===== src/rtl/id_ex_stage_pkg.sv =====
// Shared encodings for the miniRV ID/EX stage: write-back selects, next-pc ops and sequencer states.
package id_ex_stage_pkg;

  localparam logic [1:0] WB_ALU  = 2'b00;
  localparam logic [1:0] WB_DRAM = 2'b01;
  localparam logic [1:0] WB_PC4  = 2'b10;
  localparam logic [1:0] WB_EXT  = 2'b11;

  // Bubbles clear the control bundle to zero, so pc+4 must stay the all-zero encoding.
  localparam logic [1:0] NPC_PC4 = 2'b00;

  typedef enum logic {
    ST_RUN   = 1'b0,
    ST_STALL = 1'b1
  } state_t;

endpackage


===== src/rtl/id_ex_stage_pipe_reg.sv =====
// Generic pipeline register: synchronous active-low reset, clear (bubble) beats load.
module id_ex_stage_pipe_reg #(
  parameter int W = 32
) (
  input  logic         clk,
  input  logic         rst_n,
  input  logic         load,
  input  logic         clear,
  input  logic [W-1:0] d,
  output logic [W-1:0] q
);

  // NOTE: reset is sampled inside the clocked block (synchronous), and all state uses <= so
  // every register sees pre-edge values regardless of block evaluation order.
  always_ff @(posedge clk) begin
    if (!rst_n)     q <= '0;
    else if (clear) q <= '0;
    else if (load)  q <= d;
  end

endmodule


===== src/rtl/id_ex_stage.sv =====
// ID/EX pipeline register with load-use stall and EX-redirect flush sequencing for miniRV.
// Optional build macro PERF_CNT_EN adds stall/flush performance counters.
module id_ex_stage
  import id_ex_stage_pkg::*;
#(
  parameter int DATA_W    = 32,
  parameter int REG_AW    = 5,
  parameter int ALU_OP_W  = 4,
  parameter int NPC_OP_W  = 2,
  parameter int MAX_STALL = 3
) (
  input  logic                clk,
  input  logic                rst_n,
  input  logic                ID_valid,
  input  logic [DATA_W-1:0]   ID_pc4,
  input  logic [DATA_W-1:0]   ID_ext,
  input  logic [DATA_W-1:0]   ID_rD1,
  input  logic [DATA_W-1:0]   ID_rD2,
  input  logic [REG_AW-1:0]   ID_wR,
  input  logic                ID_rf_we,
  input  logic [1:0]          ID_rf_wsel,
  input  logic [ALU_OP_W-1:0] ID_alu_op,
  input  logic                ID_alub_sel,
  input  logic                ID_ram_we,
  input  logic [NPC_OP_W-1:0] ID_npc_op,
  input  logic                data_hazard,
  input  logic                EX_redirect,
  output logic                EX_valid,
  output logic [DATA_W-1:0]   EX_pc4,
  output logic [DATA_W-1:0]   EX_ext,
  output logic [DATA_W-1:0]   EX_rD1,
  output logic [DATA_W-1:0]   EX_rD2,
  output logic [REG_AW-1:0]   EX_wR,
  output logic                EX_rf_we,
  output logic [1:0]          EX_rf_wsel,
  output logic [ALU_OP_W-1:0] EX_alu_op,
  output logic                EX_alub_sel,
  output logic                EX_ram_we,
  output logic [NPC_OP_W-1:0] EX_npc_op,
  output logic                pc_stall,
  output logic                ifid_stall,
  output logic                ifid_flush,
`ifdef PERF_CNT_EN
  output logic [31:0]         perf_stall_cnt,
  output logic [31:0]         perf_flush_cnt,
`endif
  output logic                stall_err
);

  localparam int DBUS_W = 4 * DATA_W;
  localparam int CBUS_W = 1 + REG_AW + 1 + 2 + ALU_OP_W + 1 + 1 + NPC_OP_W;
  localparam int CNT_W  = $clog2(MAX_STALL + 2);
  localparam logic [CNT_W-1:0] RUN_SAT   = CNT_W'(MAX_STALL + 1);
  localparam logic [CNT_W-1:0] RUN_LIMIT = CNT_W'(MAX_STALL);

  logic             stall_cycle;
  logic             bubble;
  state_t           state;
  logic [CNT_W-1:0] run_cnt;
  logic [CNT_W-1:0] run_nxt;

  // A redirect squashes the hazarding instruction, so it suppresses the stall.
  assign stall_cycle = data_hazard & ~EX_redirect;
  assign bubble      = EX_redirect | data_hazard;
  assign pc_stall    = stall_cycle;
  assign ifid_stall  = stall_cycle;
  assign ifid_flush  = EX_redirect;

  id_ex_stage_pipe_reg #(.W(DBUS_W)) u_data_reg (
    .clk   (clk),
    .rst_n (rst_n),
    .load  (1'b1),
    .clear (bubble),
    .d     ({ID_pc4, ID_ext, ID_rD1, ID_rD2}),
    .q     ({EX_pc4, EX_ext, EX_rD1, EX_rD2})
  );

  id_ex_stage_pipe_reg #(.W(CBUS_W)) u_ctrl_reg (
    .clk   (clk),
    .rst_n (rst_n),
    .load  (1'b1),
    .clear (bubble),
    .d     ({ID_valid, ID_wR, ID_rf_we, ID_rf_wsel, ID_alu_op, ID_alub_sel, ID_ram_we, ID_npc_op}),
    .q     ({EX_valid, EX_wR, EX_rf_we, EX_rf_wsel, EX_alu_op, EX_alub_sel, EX_ram_we, EX_npc_op})
  );

  // NOTE: every variable written here gets a default first, so no path can infer a latch.
  always_comb begin
    run_nxt = '0;
    if (stall_cycle) begin
      if (state == ST_RUN)         run_nxt = CNT_W'(1);
      else if (run_cnt == RUN_SAT) run_nxt = run_cnt;
      else                         run_nxt = run_cnt + CNT_W'(1);
    end
  end

  always_ff @(posedge clk) begin
    if (!rst_n) begin
      state     <= ST_RUN;
      run_cnt   <= '0;
      stall_err <= 1'b0;
    end else begin
      case (state)
        ST_RUN:   state <= stall_cycle ? ST_STALL : ST_RUN;
        ST_STALL: state <= stall_cycle ? ST_STALL : ST_RUN;
        default:  state <= ST_RUN;
      endcase
      run_cnt <= run_nxt;
      // A legal load-use costs one stall cycle; a run past the limit is a sticky fault.
      if (run_nxt > RUN_LIMIT) stall_err <= 1'b1;
    end
  end

`ifdef PERF_CNT_EN
  always_ff @(posedge clk) begin
    if (!rst_n) begin
      perf_stall_cnt <= '0;
      perf_flush_cnt <= '0;
    end else begin
      if (stall_cycle) perf_stall_cnt <= perf_stall_cnt + 32'd1;
      if (EX_redirect) perf_flush_cnt <= perf_flush_cnt + 32'd1;
    end
  end
`endif

endmodule


===== config.mk =====
export PLATFORM = sky130hd
export DESIGN_NAME = id_ex_stage
export DESIGN_NICKNAME = d
export VERILOG_FILES = /design/src/rtl/id_ex_stage_pkg.sv /design/src/rtl/id_ex_stage_pipe_reg.sv /design/src/rtl/id_ex_stage.sv
export SDC_FILE = /design/constraint.sdc
export NUM_CORES = 1
export LEC_CHECK = 0
export BUFFER_PORTS_ARGS = -buffer_cell sky130_fd_sc_hd__buf_2
export CORE_MARGIN = 8
export CORE_UTILIZATION = 33
export DETAILED_ROUTE_END_ITERATION = 12
export PLACE_DENSITY_LB_ADDON = 0.05
export SYNTH_ARGS = -nofsm -noshare
export SYNTH_HDL_FRONTEND = slang
export SYNTH_SLANG_ARGS = --single-unit

===== constraint.sdc =====
create_clock -name clk -period 1.4 [get_ports clk]
set_input_delay 0.28 -clock clk [delete_from_list [all_inputs] [get_ports clk]]
set_output_delay 0.28 -clock clk [all_outputs]
set_load 0.01 [all_outputs]

==> impl_metrics.py <==
metrics = {
    "run_status": {
        "status": "completed",
    },
    "final_layout": {
        "n_antenna_cell": 0,
        "syn_to_final_growth_pct": 52.0,
        "stdcell_count": 812,
        "postLayoutCoreUtil_pct": 50.9,
        "mostFrequentLayoutCells": "buf_2, dfxtp_1, and2_1, and2_2, clkbuf_16",
        "final_common_cell": "buf_2",
        "nFillCells": 1219,
        "drive_gt1_share_pct": 54.8,
        "fin_nets": 778,
    },
    "critical_path": {
        "cp_max_fo": 3,
        "reg2reg_slack_ns": 0.22,
        "r2r_end": "stall_err$_SDFFE_PN0N_",
        "r2r_cells": 5,
        "start_kind": "register",
        "worstPathRequired_ns": 1.70,
        "worst_setup_path_end_kind": "register",
        "r2r-start": "run_cnt[0]$_SDFF_PN0_",
        "worstPathArrival_ns": 1.48,
        "worstSetupPathType": "reg -> reg",
    },
    "yosys": {
        "synth_top_family_by_area": "simple AND/OR/NAND/NOR gates",
        "synthTopCellsByArea": "dfxtp_1, and2_1, and2_2, buf_8, clkbuf_1",
        "yosysSeqAreaShare_pct": 71.6,
        "syn-cell-area_um2": 4190,
        "synth_xor_area_share_pct": 0.209,
        "ys_types": 19,
        "yosys-mux-area-fraction_pct": 0,
        "yosys.area_share.adder_pct": 0.597,
        "synth_warnings": 0,
        "syn-num-nets": 477,
        "yosysTopAreaCell": "dfxtp_1",
        "synth.top_cell.area_share_pct": 71.6,
        "synth_area_per_cell_um2": 12.9,
        "synthSimpleGateAreaFrac_pct": 23.5,
        "synth-compound-area-share_pct": 0.627,
        "synthCells": 326,
        "ys_ff_latch": 150,
    },
    "place": {
        "dp.cells": 780,
        "gp_congestion": 0.719,
        "portBuffers": 297,
        "place_hpwl_mm": 9.36,
    },
    "clock_network": {
        "cts_tree": "built",
        "cts_buffer_depth": 2,
        "cts.reportedPaths.clkPinSlew_ns": 0.06,
        "postCtsSetupRepairBufs": 0,
        "cts_inserted_buffers": 17,
        "clock_latency_ns": 0.40,
        "cts_max_level": 4,
        "cts_resized": 0,
        "clock_sinks": 150,
        "cts_hold_buf": 0,
        "cts-root-buf": "clkbuf_16",
    },
    "timing": {
        "fmax_ghz": 0.851,
        "finalCriticalPeriod_ns": 1.18,
        "maxSlewHeadroom_pct": 74.8,
        "finClkSkew_ns": 0.00187,
        "setup_viol": 0,
        "drv_slew": 0,
        "worstMarginPinSlew_ns": 0.379,
        "tns_ns": 0,
        "rsz0062_at_grt": "false",
        "finalHoldViolations": 0,
        "min_period_over_period_pct": 84.0,
    },
    "routing": {
        "routedWlPerCell_um": 14.6,
        "drt_iter0_drc": 71,
        "drc_errors": 0,
        "via_count": 3124,
        "ant_nets": 0,
        "vias_per_cell": 3.85,
        "route.final.wire_length_mm": 11.8,
        "drt_pass1_iterations": 3,
    },
    "global_route": {
        "grt_antenna_before_repair": 1,
        "grtUsageTotal_pct": 13.9,
        "grt_pass1_wl_mm": 17.0,
        "grt_pass1_vias": 3170,
        "grt_overflow_total": 0,
        "grt_max_degree": 112,
    },
    "power_and_ir_drop": {
        "leakage_nw": 3.42,
        "ir_drop_mv": 0.725,
        "powerDensity_nw_per_um2": 1460,
    },
    "floorplanning": {
        "io_pins": 298,
        "dieArea_um2": 16600,
        "core_area_um2": 12500,
        "initial_utilization_pct": 33.5,
        "die_w_um": 129,
        "placementRows": 41,
        "die_y_um": 129,
    },
    "run": {
        "drv_cap": 0,
    },
    "min_path": {
        "min_from": "ID_alu_op[3]",
        "hold_class": "in -> reg",
        "min_to": "u_ctrl_reg.q[7]$_SDFF_PP0_",
        "min_path_cells": 2,
    },
}
final cells by class:
class                           count  area, um^2  area share, %
Clock buffer                       24         492           7.71
Clock inverter                      8        96.3           1.51
Inverter                            2        7.51          0.118
Multi-Input combinational cell    157        1050           16.4
Sequential cell                   150        3000           47.1
Tap cell                          172         215           3.38
Timing Repair Buffer              299        1510           23.7
sequential cells by signal (all words and copies together), names as in the netlist:
register,count
u_ctrl_reg.q,17
stall_err,1
run_cnt,3
state,1
u_data_reg.q,128
report_power, final:
| part | leakage [nW] | internal (mW) | switching (mW) |
|---|---|---|---|
| logic | 1.91 | 0.285 | 0.217 |
| clock network | 0.290 | 2.80 | 1.62 |
| registers | 1.22 | 4.38 | 0.0237 |
| total | 3.42 | 7.47 | 1.86 |
routing by layer:
layer,GRT usage [%],wire length [um],vias up
li1,-,-,1587
met1,12.0,4010,1346
met2,24.8,6050,171
met3,8.27,1560,18
met4,6.98,208,2
met5,0,12,-
stage by stage:
step	total power [mW]	hold slack, ns	worst slack [ns]	instance area (um^2)
after global placement	5.01	0.432	0.122	5790
final	9.33	0.0671	0.225	6370
after CTS	9.47	0.0441	0.206	6370
after detailed placement	5.01	0.438	0.101	5790
after global routing	9.72	0.0451	0.133	6370
after floorplan	4.70	0.394	0.294	4190
critical path, stage by stage, from the launching register on:
cell	delay (ns)
dfxtp_1	0.36
inv_1	0.06
ha_1	0.20
nand3b_1	0.16
o2111a_1	0.15
a21o_1	0.15
cells by family after synthesis:
group	Yosys count
and+or+nand+nor	151
AOI/OAI and AO/OA	3
DFF	150
adders and majority gates	2
buffers and inverters	19
xor gates and xnor gates	1
Yosys cell counts:
master / count
o2111a_1: 1
buf_4: 2
inv_1: 2
ha_1: 2
and2_1: 125
buf_6: 1
and3_1: 1
buf_8: 5
nand2_1: 1
and2b_2: 1
dfxtp_1: 150
nor3b_4: 1
clkbuf_1: 9
xnor2_1: 1
a21o_1: 1
and2_2: 20
and3b_2: 1
nand3b_1: 1
a21boi_0: 1
worst max-delay path by stage:
| stage | startpoint | endpoint | slack [ns] |
|---|---|---|---|
| floorplan | run_cnt[0]$_SDFF_PN0_ | stall_err$_SDFFE_PN0N_ | 0.29 |
| global placement | EX_redirect | u_data_reg.q[114]$_SDFF_PP0_ | 0.12 |
| detailed placement | EX_redirect | u_data_reg.q[115]$_SDFF_PP0_ | 0.10 |
| CTS | run_cnt[0]$_SDFF_PN0_ | stall_err$_SDFFE_PN0N_ | 0.21 |
| global route | run_cnt[0]$_SDFF_PN0_ | stall_err$_SDFFE_PN0N_ | 0.13 |
| finish | run_cnt[0]$_SDFF_PN0_ | stall_err$_SDFFE_PN0N_ | 0.22 |
(Power assumes the default switching activity.)
